==> config.mk <==
export PLATFORM = sky130hd
export DESIGN_NAME = serial_adder_32
export DESIGN_NICKNAME = d
export VERILOG_FILES = /design/src/rtl/serial_adder_pkg.sv /design/src/rtl/serial_adder_32_fa.sv /design/src/rtl/serial_adder_32.sv
export SDC_FILE = /design/constraint.sdc
export NUM_CORES = 1
export LEC_CHECK = 0
export BUFFER_PORTS_ARGS = -buffer_cell sky130_fd_sc_hd__buf_2
export CORE_MARGIN = 5
export CORE_UTILIZATION = 33
export CTS_CLUSTER_DIAMETER = 30
export DETAILED_ROUTE_END_ITERATION = 8
export MAX_ROUTING_LAYER = met4
export PLACE_DENSITY = 0.65
export SLEW_MARGIN = 20
export SYNTH_ARGS = -nofsm -noshare
export SYNTH_HDL_FRONTEND = slang
export SYNTH_SLANG_ARGS = --single-unit
==> constraint.sdc <==
create_clock -name clk -period 1.7 [get_ports clk]
set_clock_uncertainty 0.15 [all_clocks]
set_input_delay 0.17 -clock clk [delete_from_list [all_inputs] [get_ports clk]]
set_output_delay 0.17 -clock clk [all_outputs]
set_load 0.05 [all_outputs]
==> src/rtl/serial_adder_pkg.sv <==
// Shared definitions for the bit-serial modular adder: FSM encoding and the
// default hash-word width.
package serial_adder_pkg;

  localparam int HASH_WORD_W = 32;

  typedef enum logic [1:0] {
    ST_IDLE = 2'd0,
    ST_RUN  = 2'd1,
    ST_DONE = 2'd2
  } state_e;

endpackage

==> src/rtl/serial_adder_32_fa.sv <==
// Single full-adder slice; purely combinational, reused once per clock by the
// serial adder.
module fa_cell (
  input  logic a,
  input  logic b,
  input  logic cin,
  output logic s,
  output logic cout
);

  assign s    = a ^ b ^ cin;
  assign cout = (a & b) | (cin & (a ^ b));

endmodule

==> src/rtl/serial_adder_32.sv <==
// Bit-serial modular adder: op_a + op_b + cin, one bit per clock, LSB first,
// with a start/busy/done handshake.
module serial_adder_32
  import serial_adder_pkg::*;
#(
  parameter int WIDTH = HASH_WORD_W
) (
  input  logic             clk,
  input  logic             reset_L,
  input  logic             start,
  input  logic [WIDTH-1:0] op_a,
  input  logic [WIDTH-1:0] op_b,
  input  logic             cin,
  output logic             busy,
  output logic             done,
  output logic [WIDTH-1:0] sum,
  output logic             cout
);

  localparam int CNT_W = $clog2(WIDTH);
  localparam logic [CNT_W-1:0] CNT_LAST = CNT_W'(WIDTH - 1);

  state_e           state, state_nxt;
  logic [WIDTH-1:0] a_sh, b_sh;
  // Only the upper WIDTH-1 result bits need storage; the newest bit joins
  // them combinationally in acc_nxt.
  logic [WIDTH-2:0] acc_sh;
  logic [WIDTH-1:0] acc_nxt;
  logic             carry;
  logic [CNT_W-1:0] cnt;
  logic             fa_s, fa_c;
  logic             last_bit;

  fa_cell u_fa (
    .a    (a_sh[0]),
    .b    (b_sh[0]),
    .cin  (carry),
    .s    (fa_s),
    .cout (fa_c)
  );

  assign acc_nxt  = {fa_s, acc_sh};
  assign last_bit = (cnt == CNT_LAST);

  always_comb begin
    state_nxt = state;
    case (state)
      ST_IDLE: if (start) state_nxt = ST_RUN;
      ST_RUN:  if (last_bit) state_nxt = ST_DONE;
      ST_DONE: state_nxt = ST_IDLE;
      default: state_nxt = ST_IDLE;
    endcase
  end

  always_ff @(posedge clk) begin
    if (!reset_L) state <= ST_IDLE;
    else          state <= state_nxt;
  end

  always_ff @(posedge clk) begin
    if (!reset_L) begin
      a_sh   <= '0;
      b_sh   <= '0;
      acc_sh <= '0;
      carry  <= 1'b0;
      cnt    <= '0;
      sum    <= '0;
      cout   <= 1'b0;
    end else begin
      case (state)
        ST_IDLE: begin
          if (start) begin
            a_sh  <= op_a;
            b_sh  <= op_b;
            carry <= cin;
            cnt   <= '0;
          end
        end
        ST_RUN: begin
          a_sh   <= a_sh >> 1;
          b_sh   <= b_sh >> 1;
          acc_sh <= acc_nxt[WIDTH-1:1];
          carry  <= fa_c;
          cnt    <= cnt + CNT_W'(1);
          if (last_bit) begin
            sum  <= acc_nxt;
            cout <= fa_c;
          end
        end
        default: ;
      endcase
    end
  end

  assign busy = (state == ST_RUN);
  assign done = (state == ST_DONE);

endmodule

Yosys cells after proc, flatten, opt, wreduce, memory -nomap -nowiden. Cells that the tools add are included.

Register bits: 136. Output and inout bits: 35. Logic and storage cells: 35.

$add $sub $neg: 1. Equal/unequal tests: 5. Multiplexer cells: 11. Bitwise gates (word level): 5. Reduce and logical (&&, ||, !) cells: 5.

Operators with widths (count): $pmux 32 s2 (2); $mux 32 (2); $pmux 5 s2 (1); $reduce_and 2->1 (3); $add 5x1->5 const B (1); $eq 5x5->1 const B (1); $mux 5 (1); $mux 2 (2); $pmux 2 s2 (1); $and 1x1->1 (2); $eq 2x1->1 const B (1); $eq 2x2->1 const B (1); $logic_not 2->1 (1); $ne 2x1->1 const B (1); $ne 2x2->1 const B (1); $pmux 1 s2 (1); $reduce_bool 2->1 (1); $xor 1x1->1 (2); $mux 1 (1); $or 1x1->1 (1).

Depth between registers and ports, before layout. Gate-level depths: netlist of run 1.

Depth in word-level cells: 4. Gate-level depth with buffers: 8. Gate-level depth less buffers: 6.

Hierarchy. Synthesis of run 1 repeated with hierarchy kept, for this count alone.

Cell total of the unflattened synthesis: 676. Area total of the unflattened synthesis: 5480.3 µm².

By module, submodules not included: serial_adder_32 (instances 1, cells each 675, area each 5460.2 µm², sequential area each 2722.6 µm²); fa_cell (instances 1, cells each 1, area each 20.0 µm², sequential area each 0.0 µm²).

Least setup slack after synthesis of run 1. Ideal clock, no wire load.

Path type: reg2reg. From: reg cnt[0]. To: reg sum[13]. Library setup time: 132 ps. Arrival time: 1457 ps. Required time: 1418 ps. Setup slack: -39 ps. Cell stages (with the launch flop): 9. Path buffers: 2. Period minus slack after synthesis: 1739 ps. Cell sequence: dfxtp_1 -> ha_1 -> and3_1 -> ha_1 -> and3b_1 -> buf_2 -> buf_2 -> nand2_1 -> a21oi_1.

Word-level cells in the longest chain between the ends: 2.

RTL lines: start: declaration (RTL line serial_adder_32.sv:30) `logic [CNT_W-1:0] cnt;`; start signal: assignment (RTL line serial_adder_32.sv:84) `cnt <= cnt + CNT_W'(1);`; $eq 5x5->1 (RTL line serial_adder_32.sv:43) `assign last_bit = (cnt == CNT_LAST);`; $reduce_and 2->1 (no line); end signal: assignment (RTL line serial_adder_32.sv:86) `sum <= acc_nxt;`; end: declaration (RTL line serial_adder_32.sv:16) `output logic [WIDTH-1:0] sum,`.

Every way passes these cells. A chain may end at the register's enable or synchronous reset.

Final worst setup path of run 1.
From: reg cnt[1]. To: reg sum[14].

Same word-level chain as after synthesis.

==> results.yml, run 1 <==
critical_path:
  crit_top_cell: "ha_4"
  worst_setup_path_end_kind: "flop"
  worst-path-stages: 7
  cp_data_required_time_ps: 1890
  startpoint_type: "flop"
  rr_startpoint: "cnt[1]"
  worstSetupPathType: "flop to flop"
  cpMaxStageDelayCell: "dfxtp_2"
  slowest_delay_ps: 350
  timing.critical_path.from: "cnt[1]"
  ff2ff_path_depth: 7
  cp_max_fo: 8
  crit_family: "simple AND/OR/NAND/NOR gates"
  worst-path-buf-inv: 1
  arrival_ps: 1890
  crit_chain: "ha_4 -> and3_4 -> ha_4 -> and3b_2 -> clkbuf_16 -> nand2_1 -> a21oi_1"
die:
  core-area_mm2: 0.0165
  dieArea_mm2: 0.0193
  die_y_um: 139
  rows: 47
  start_util_pct: 33.3
  die_w_um: 139
  ios: 103
drt:
  via_per_inst: 5.02
  top_layer_used: "met4"
  drtAntennaViolNets: 0
  drtIter0Drc: 333
  drc_errors: 0
  wl_met1_um: 7010
  routedWlPerCell_um: 14.2
  dr_total_vias: 5300
  wirelength_um: 15000
  dr_wl_met3_um: 816
  wl_met2_um: 6920
  dr.pass1.iters: 4
global_route:
  grt_usage_pct: 15.5
  antenna_found_initial: 0
  grt_overflow: 0
  grt_max_degree: 74
  grt_pass1_vias: 4977
  grt_pass1_wl_um: 24400
pwr:
  p_comb_share_pct: 9.8
  power.internal_mw: 6.20
  p_switching_mw: 1.88
  power_frac_seq_pct: 42.3
  p_leak_nw: 2.97
  ir_drop_v: 0.000775
  pwr-share-clk_pct: 47.9
  swShare_pct: 23.2
  powerDensity_mw_per_mm2: 1060
synthesis:
  synth_warnings: 0
  ys_seq_elements: 136
  async_flop_share_pct: 0
  syn_area_mm2: 0.00548
  synth_most_common_cell: "dfxtp_1"
  synth_top_area_cell: "dfxtp_1"
  synth_commonest_cells: "136 x dfxtp_1, 129 x nand2_1, 128 x a21oi_1"
  ys_seq_area_share_pct: 49.7
  synth_cell_types: 31
  avgSynthCellArea_um2: 8.12
  synthTopCellsByArea: "dfxtp_1 50%, a21oi_1 12%, o2bb2ai_1 9.6%"
  synthCells: 675
  synth_nets: 746
  synth.top_cell.area_share_pct: 49.7
  synth-edff-count: 0
  synthFlopType: "dfxtp_1"
worst_hold_path:
  min_path_cells: 4
  min-delay-start: "op_b[1]"
  hold_class: "input port to flop"
placement:
  dp_hpwl_um: 8280
  gp_congestion: 0.780
  io_buffer_count: 102
  place_inst: 957
timing:
  whs_ps: 4.61
  rsz0062_at_grt: "true"
  hold_viol_final: 0
  timing.fmax_mhz: 586
  drv_slew: 0
  slew_headroom_pct: 71.4
  setup_viol_count_final: 1
  period_minus_slack_ps: 1710
  worst_pin_slew_ps: 429
  period_share_pct: 100
  worst_slack_ps: -5.14
final_layout:
  antenna_cells: 0
  finalNetCount: 895
  fillers: 1586
  drive_above_1_share_pct: 22.0
  final_cell_count_no_fill: 1056
  area_growth_pct: 39.1
clocking:
  cts-root-buf: "clkbuf_16"
  cts_tree: "built"
  path_clk_slew_ps: 60
  worstSkewPairLatency_ps: 410
  htree_levels: 4
  clock_sinks: 136
  cts_buffers: 17
  clk_path_buf_depth: 2
run_status:
  outcome: "finished with violations"
  violations: "negative setup slack"
run:
  cap_violations: 0
-- layer usage --
metal	up-vias	GRT usage [%]
met1	2470	20.7
met5	-	-
met2	168	22.6
met3	20	4.10
li1	2642	-
met4	0	5.56
-- worst reg2reg max path, delay by kind of cell (launching register included) --
family | cells | cell delay [ps]
fa+ha+maj | 2 | 260
compound gates | 1 | 120
simple gates | 3 | 550
buf+inv | 1 | 200
flops | 1 | 350
-- metrics by stage --
step           utilization (%)  total power, mW  TNS (ps)  instance area, um2  setup slack (ps)
2_1_floorplan                -             3.93      -146                5490             -5.32
3_3_place_gp              37.7             4.14         0                6210              67.9
3_5_place_dp              37.7             4.14         0                6210              7.96
4_1_cts                   45.4             8.12         0                7480              1.93
5_1_grt                   46.3             8.40     -2330                7630             -83.7
6_report                  46.3             8.08     -5.14                7630             -5.14
-- cell families (layout without fill, tap and decap cells) --
logic type	after synthesis	count (layout)	share of synthesized area, %
AO/OA/AOI/OAI	264	264	28.9
AND/OR/NAND/NOR	206	206	14.7
adder cells (fa/ha/maj)	3	3	0.821
flip-flops	136	136	49.7
buffers and inverters	66	227	5.93
-- power by group through the flow --
| stage | Sequential [mW] | Combinational [mW] | Clock [mW] |
|---|---|---|---|
| final | 3.42 | 0.790 | 3.87 |
| after global routing | 3.43 | 0.883 | 4.08 |
| after CTS | 3.42 | 0.781 | 3.93 |
| after detailed placement | 3.48 | 0.662 | 0 |
| after global placement | 3.48 | 0.659 | 0 |
| after floorplan | 3.46 | 0.468 | 0 |
-- final timing paths --
path         slack (ps)       to
max                  -5  sum[14]
min                   5  b_sh[1]
max reg2reg          -5  sum[14]
min reg2reg         300  sum[24]
-- cells in the final DEF, fill, tap and decap left out, drive strengths merged, types with 3 or more instances in the layout --
master and instances:
nor2 67, buf 128, clkinv 6, inv 4
o22ai 3, dfxtp 136, o2bb2ai 60, dlygate4sd3 62
o21ai 63, nand2 129, a22oi 4, bufinv 4
clkbuf 21, a21oi 128
-- what timing repair did --
item | CTS | global route
gates cloned | 0 | 3
resized for setup | 8 | 16
hold buffers | 62 | 0
setup buffers | 1 | 2
pin swaps | 0 | 4
endpoints found under the hold margin | 61 | 0
setup endpoints to repair | 3 | 51
-- sequential cells by signal, summed over array words and instances (netlist names) --
signal,flops
carry,1
cout,1
cnt,5
sum,32
acc_sh,31
b_sh,32
a_sh,32
state,2
-- cell type report --
type	count	area [um2]	share of cell area, %
Clock buffer	19	443	5.81
Timing Repair Buffer	192	1480	19.4
Sequential cell	136	2730	35.8
Inverter	4	17.5	0.230
Multi-Input combinational cell	473	2510	32.9
Tap cell	220	275	3.61
Clock inverter	12	176	2.31
(Power assumes the default switching activity.)
==> run 2: changes to the inputs <==
- CORE_UTILIZATION: 33 -> 50
- PLACE_DENSITY: 0.65 -> 0.87
==> results.yml, run 2 (same netlist as run 1, synthesis figures left out) <==
critical_path:
  startpoint_type: "flop"
  rr_startpoint: "cnt[1]"
  arrival_ps: 2030
  worst_setup_path_end_kind: "flop"
  timing.critical_path.from: "cnt[1]"
  cpMaxStageDelayCell: "dfxtp_2"
  cp_data_required_time_ps: 2010
  worstSetupPathType: "flop to flop"
  slowest_delay_ps: 360
  crit_chain: "ha_4 -> and3_4 -> ha_4 -> and3b_2 -> clkbuf_16 -> nand2_1 -> a21oi_2"
  crit_top_cell: "ha_4"
  cp_max_fo: 8
final_layout:
  fillers: 802
  register_area_mm2: 0.00273
  area_growth_pct: 37.1
  design_area_mm2: 0.00751
  post-route-util_pct: 69.6
  layout_commonest_cell: "dfxtp_1"
  multiInputGateArea_mm2: 0.00249
  final_cell_mix: "132 x dfxtp_1, 128 x nand2_1, 123 x a21oi_1, 100 x buf_2, 67 x dlygate4sd3_1"
  drive_above_1_share_pct: 21.4
  largest_registers: "a_sh: 32 flops, b_sh: 32 flops, sum: 32 flops"
  finalNetCount: 901
  antenna_cells: 0
placement:
  gp_congestion: 0.792
  io_buffer_count: 102
  dp_hpwl_um: 7690
  dpl-instance-area_mm2: 0.00609
  pre_cts_slack_ps: 2.90
timing:
  rsz0062_at_grt: "true"
  period_minus_slack_ps: 1720
  worst_pin_slew_ps: 653
  hold_viol_final: 0
  drv_slew: 0
  fin_tns_setup_ps: -51.7
  slew_headroom_pct: 56.5
  setup_viol_count_final: 9
  period_share_pct: 101
  timing.fmax_mhz: 581
  worst_slack_ps: -21.2
global_route:
  grt_overflow: 0
  grt_pass1_wl_um: 24300
  grt_usage_pct: 23.5
  grt_pass1_vias: 5163
  antenna_found_initial: 0
  grt_max_degree: 74
pwr:
  power_mw: 7.74
  ir_drop_v: 0.000722
  p_leak_nw: 2.95
  powerDensity_mw_per_mm2: 1030
clocking:
  cts-root-buf: "clkbuf_8"
  path_clk_slew_ps: 60
  cts_tree: "built"
  htree_levels: 4
  clk_path_buf_depth: 2
  cts_buffers: 17
  worstSkewPairLatency_ps: 520
  clock_sinks: 136
run_status:
  violations: "negative setup slack"
  outcome: "finished with violations"
die:
  start_util_pct: 50.8
  ios: 103
  rows: 38
  core-area_mm2: 0.0108
  die_w_um: 115
  die_y_um: 115
  dieArea_mm2: 0.0132
run:
  cap_violations: 0
drt:
  routedWlPerCell_um: 15.6
  drtAntennaViolNets: 0
  drc_errors: 0
  dr.pass1.iters: 6
  drtIter0Drc: 532
  dr_total_vias: 5446
  via_per_inst: 5.54
  wirelength_um: 15300
worst_hold_path:
  hold_class: "flop to flop"
  min-delay-start: "sum[16]"
==> run 2: where the power goes <==
part | switching, mW | leakage [nW] | internal (mW) | total [mW]
combinational | 0.427 | 1.57 | 0.388 | 0.816
sequential | 0.0831 | 1.11 | 3.34 | 3.42
clock | 1.30 | 0.268 | 2.20 | 3.50
total | 1.81 | 2.95 | 5.93 | 7.74
==> run 2: layout make-up <==
class,instances,share of cell area (%)
Clock buffer,25,6.31
Inverter,4,0.300
Clock inverter,7,1.23
Sequential cell,136,36.3
Tap cell,140,2.33
Multi-Input combinational cell,473,33.2
Timing Repair Buffer,198,20.3
==> run 2: critical path, delay by kind of cell, from the launching register on <==
family	cells	cell delay [ps]
DFF	1	360
and+or+nand+nor	3	560
adders and majority gates	2	270
AOI/OAI and AO/OA	1	120
buffers and inverters	1	200
==> run 2: through the flow <==
| step | std cells | hold WS (ps) |
|---|---|---|
| 2_1_floorplan | 675 | 168 |
| 3_3_place_gp | 876 | 278 |
| 3_5_place_dp | 876 | 294 |
| 4_1_cts | 977 | 286 |
| 5_1_grt | 983 | 316 |
| 6_report | 983 | 300 |
==> run 2: metal layers <==
| layer | GRT usage, % | vias to the layer above | routed length (um) |
|---|---|---|---|
| met2 | 38.3 | 217 | 7640 |
| met5 | - | - | 0 |
| met4 | 10.6 | 0 | 510 |
| met1 | 27.9 | 2524 | 6250 |
| li1 | - | 2657 | - |
| met3 | 5.29 | 48 | 905 |
==> run 2: what timing repair did <==
action	in CTS	in global routing
gates cloned	0	3
endpoints found under the hold margin	66	0
pin swaps	0	3
buffers inserted	2	3
gates resized for setup	10	15
hold buffers	67	0
setup endpoints to repair	25	36
==> run 2: worst paths after layout <==
| kind | endpoint | slack (ps) | cells past startpoint |
|---|---|---|---|
| max | sum[6] | -20 | 7 |
| min | sum[16] | 300 | 2 |
| max reg2reg | sum[6] | -20 | 7 |
| min reg2reg | sum[16] | 300 | 2 |
==> run 3: changes to the inputs <==
- CORE_UTILIZATION: 50 -> 59
- PLACE_DENSITY: 0.87 -> 0.95
- clock period: 1.7 -> 2.1 ns (I/O delays scaled with it)
==> results.yml, run 3 (same netlist as run 1, synthesis figures left out) <==
drt:
  routedWlPerCell_um: 17.0
  via_per_inst: 5.94
  dr_total_vias: 5604
  wirelength_um: 16100
  drtIter0Drc: 480
  drtAntennaViolNets: 0
  dr.pass1.iters: 7
  drc_errors: 0
critical_path:
  worst_setup_path_end_kind: "flop"
  timing.critical_path.from: "state[0]"
  cp_max_fo: 46
  ff2ff_path_depth: 5
  rr_startpoint: "state[0]"
  cpMaxStageDelayCell: "dlygate4sd3_1"
  cp_data_required_time_ps: 2410
  slowest_delay_ps: 580
  r2r-end: "b_sh[25]"
  regToRegSetupSlack_ps: 80
  startpoint_type: "flop"
  arrival_ps: 2320
  worstSetupPathType: "flop to flop"
  crit_chain: "buf_6 -> nor2_1 -> o2bb2ai_1 -> a21oi_1 -> dlygate4sd3_1"
  crit_path_end: "b_sh[25]"
pwr:
  p_leak_nw: 2.90
  power.internal_mw: 4.84
  swShare_pct: 25.2
  p_comb_share_pct: 10.2
  ir_drop_v: 0.000641
  powerDensity_mw_per_mm2: 886
  power_frac_seq_pct: 42.9
  pwr-share-clk_pct: 46.9
  p_switching_mw: 1.63
  power_mw: 6.47
timing:
  period_minus_slack_ps: 2020
  hold_viol_final: 0
  drv_slew: 0
  timing.fmax_mhz: 496
  slew_headroom_pct: 65.2
  worst_pin_slew_ps: 521
  period_share_pct: 96.1
  setup_viol_count_final: 0
final_layout:
  final_cell_count_no_fill: 944
  drive_above_1_share_pct: 19.0
  antenna_cells: 0
  finalNetCount: 891
  register_area_mm2: 0.00272
  post-route-util_pct: 79.8
  final_cell_mix: "135 x dfxtp_1, 129 x nand2_1, 128 x a21oi_1, 102 x buf_2, 70 x dlygate4sd3_1"
  multiInputGateArea_mm2: 0.00243
  layout_commonest_cell: "dfxtp_1"
  largest_registers: "a_sh: 32 flops, b_sh: 32 flops, sum: 32 flops"
  fillers: 497
  design_area_mm2: 0.00730
  area_growth_pct: 33.2
placement:
  dpl-instance-area_mm2: 0.00598
  gp_congestion: 0.807
  place_inst: 842
  io_buffer_count: 102
  dp_hpwl_um: 8270
die:
  core-area_mm2: 0.00915
  start_util_pct: 59.9
  dieArea_mm2: 0.0113
  ios: 103
  rows: 35
  die_w_um: 106
  die_y_um: 106
global_route:
  grt_pass1_wl_um: 26400
  met3_usage_pct: 6.31
  grt_max_degree: 64
  grt_busiest_layer: "met2"
  grt_pass1_vias: 5552
  antenna_found_initial: 0
  grtUsageMet2_pct: 49.0
  grt_overflow: 0
  grt_use_met1_pct: 34.4
  grt_usage_pct: 29.4
clocking:
  cts_setup_buffers: 0
  htree_levels: 4
  clk_path_buf_depth: 2
  cts_buffers: 17
  path_clk_slew_ps: 60
  worstSkewPairLatency_ps: 520
  cts-root-buf: "clkbuf_8"
  cts_tree: "built"
  clock_sinks: 136
run:
  cap_violations: 0
worst_hold_path:
  hold_class: "input port to flop"
run_status:
  outcome: "finished, final reports clean"
-- run 3: area by class of cell --
class,count,share of cell area [%]
clock buffers,17,5.67
clock inverters,15,2.59
inverters,4,0.206
multi-input cells,473,33.3
flip-flops and latches,136,37.3
well taps,111,1.90
repair buffers,188,19.0
-- run 3: metrics by stage --
step / setup TNS [ps] / hold slack, ps / worst slack [ps]
floorplan: 0 / 208 / 361
global placement: 0 / 290 / 352
detailed placement: 0 / 294 / 210
CTS: 0 / 161 / 32.4
global route: -12.1 / 214 / -12.1
finish: 0 / 202 / 82.7
-- run 3: what timing repair did --
item | in CTS | in global routing
hold endpoints to repair | 65 | 0
resized for setup | 0 | 5
hold buffers | 70 | 0
endpoints found under the setup margin | 0 | 6
-- run 3: how the worst min path moves through the flow --
stage / start / to / cells after the start
2_1_floorplan: op_a[31] / a_sh[31] / 2
3_3_place_gp: sum[25] / sum[25] / 2
3_5_place_dp: sum[17] / sum[17] / 2
4_1_cts: start / cnt[0] / 4
5_1_grt: start / b_sh[3] / 4
6_report: start / b_sh[8] / 4
-- run 3: per-layer routing --
layer / wire [um] / share of wire, % / up-vias
li1: - / - / 2627
met1: 6200 / 39 / 2606
met2: 8200 / 51 / 314
met3: 1140 / 7.1 / 57
met4: 537 / 3.3 / 0
met5: 0 / 0 / -
-- run 3: critical path: cells and delay by family (launching register included) --
family | cells | cell delay (ps)
buffers and inverters | 2 | 920
DFF | 1 | 430
AOI/OAI and AO/OA | 2 | 320
and+or+nand+nor | 1 | 110
-- run 3: power groups by stage --
stage / Sequential (mW) / Clock, mW / Combinational, mW
after floorplan: 2.80 / 0 / 0.379
after global placement: 2.81 / 0 / 0.484
after detailed placement: 2.82 / 0 / 0.510
after CTS: 2.77 / 3.04 / 0.620
after global routing: 2.78 / 3.17 / 0.717
final: 2.77 / 3.04 / 0.662
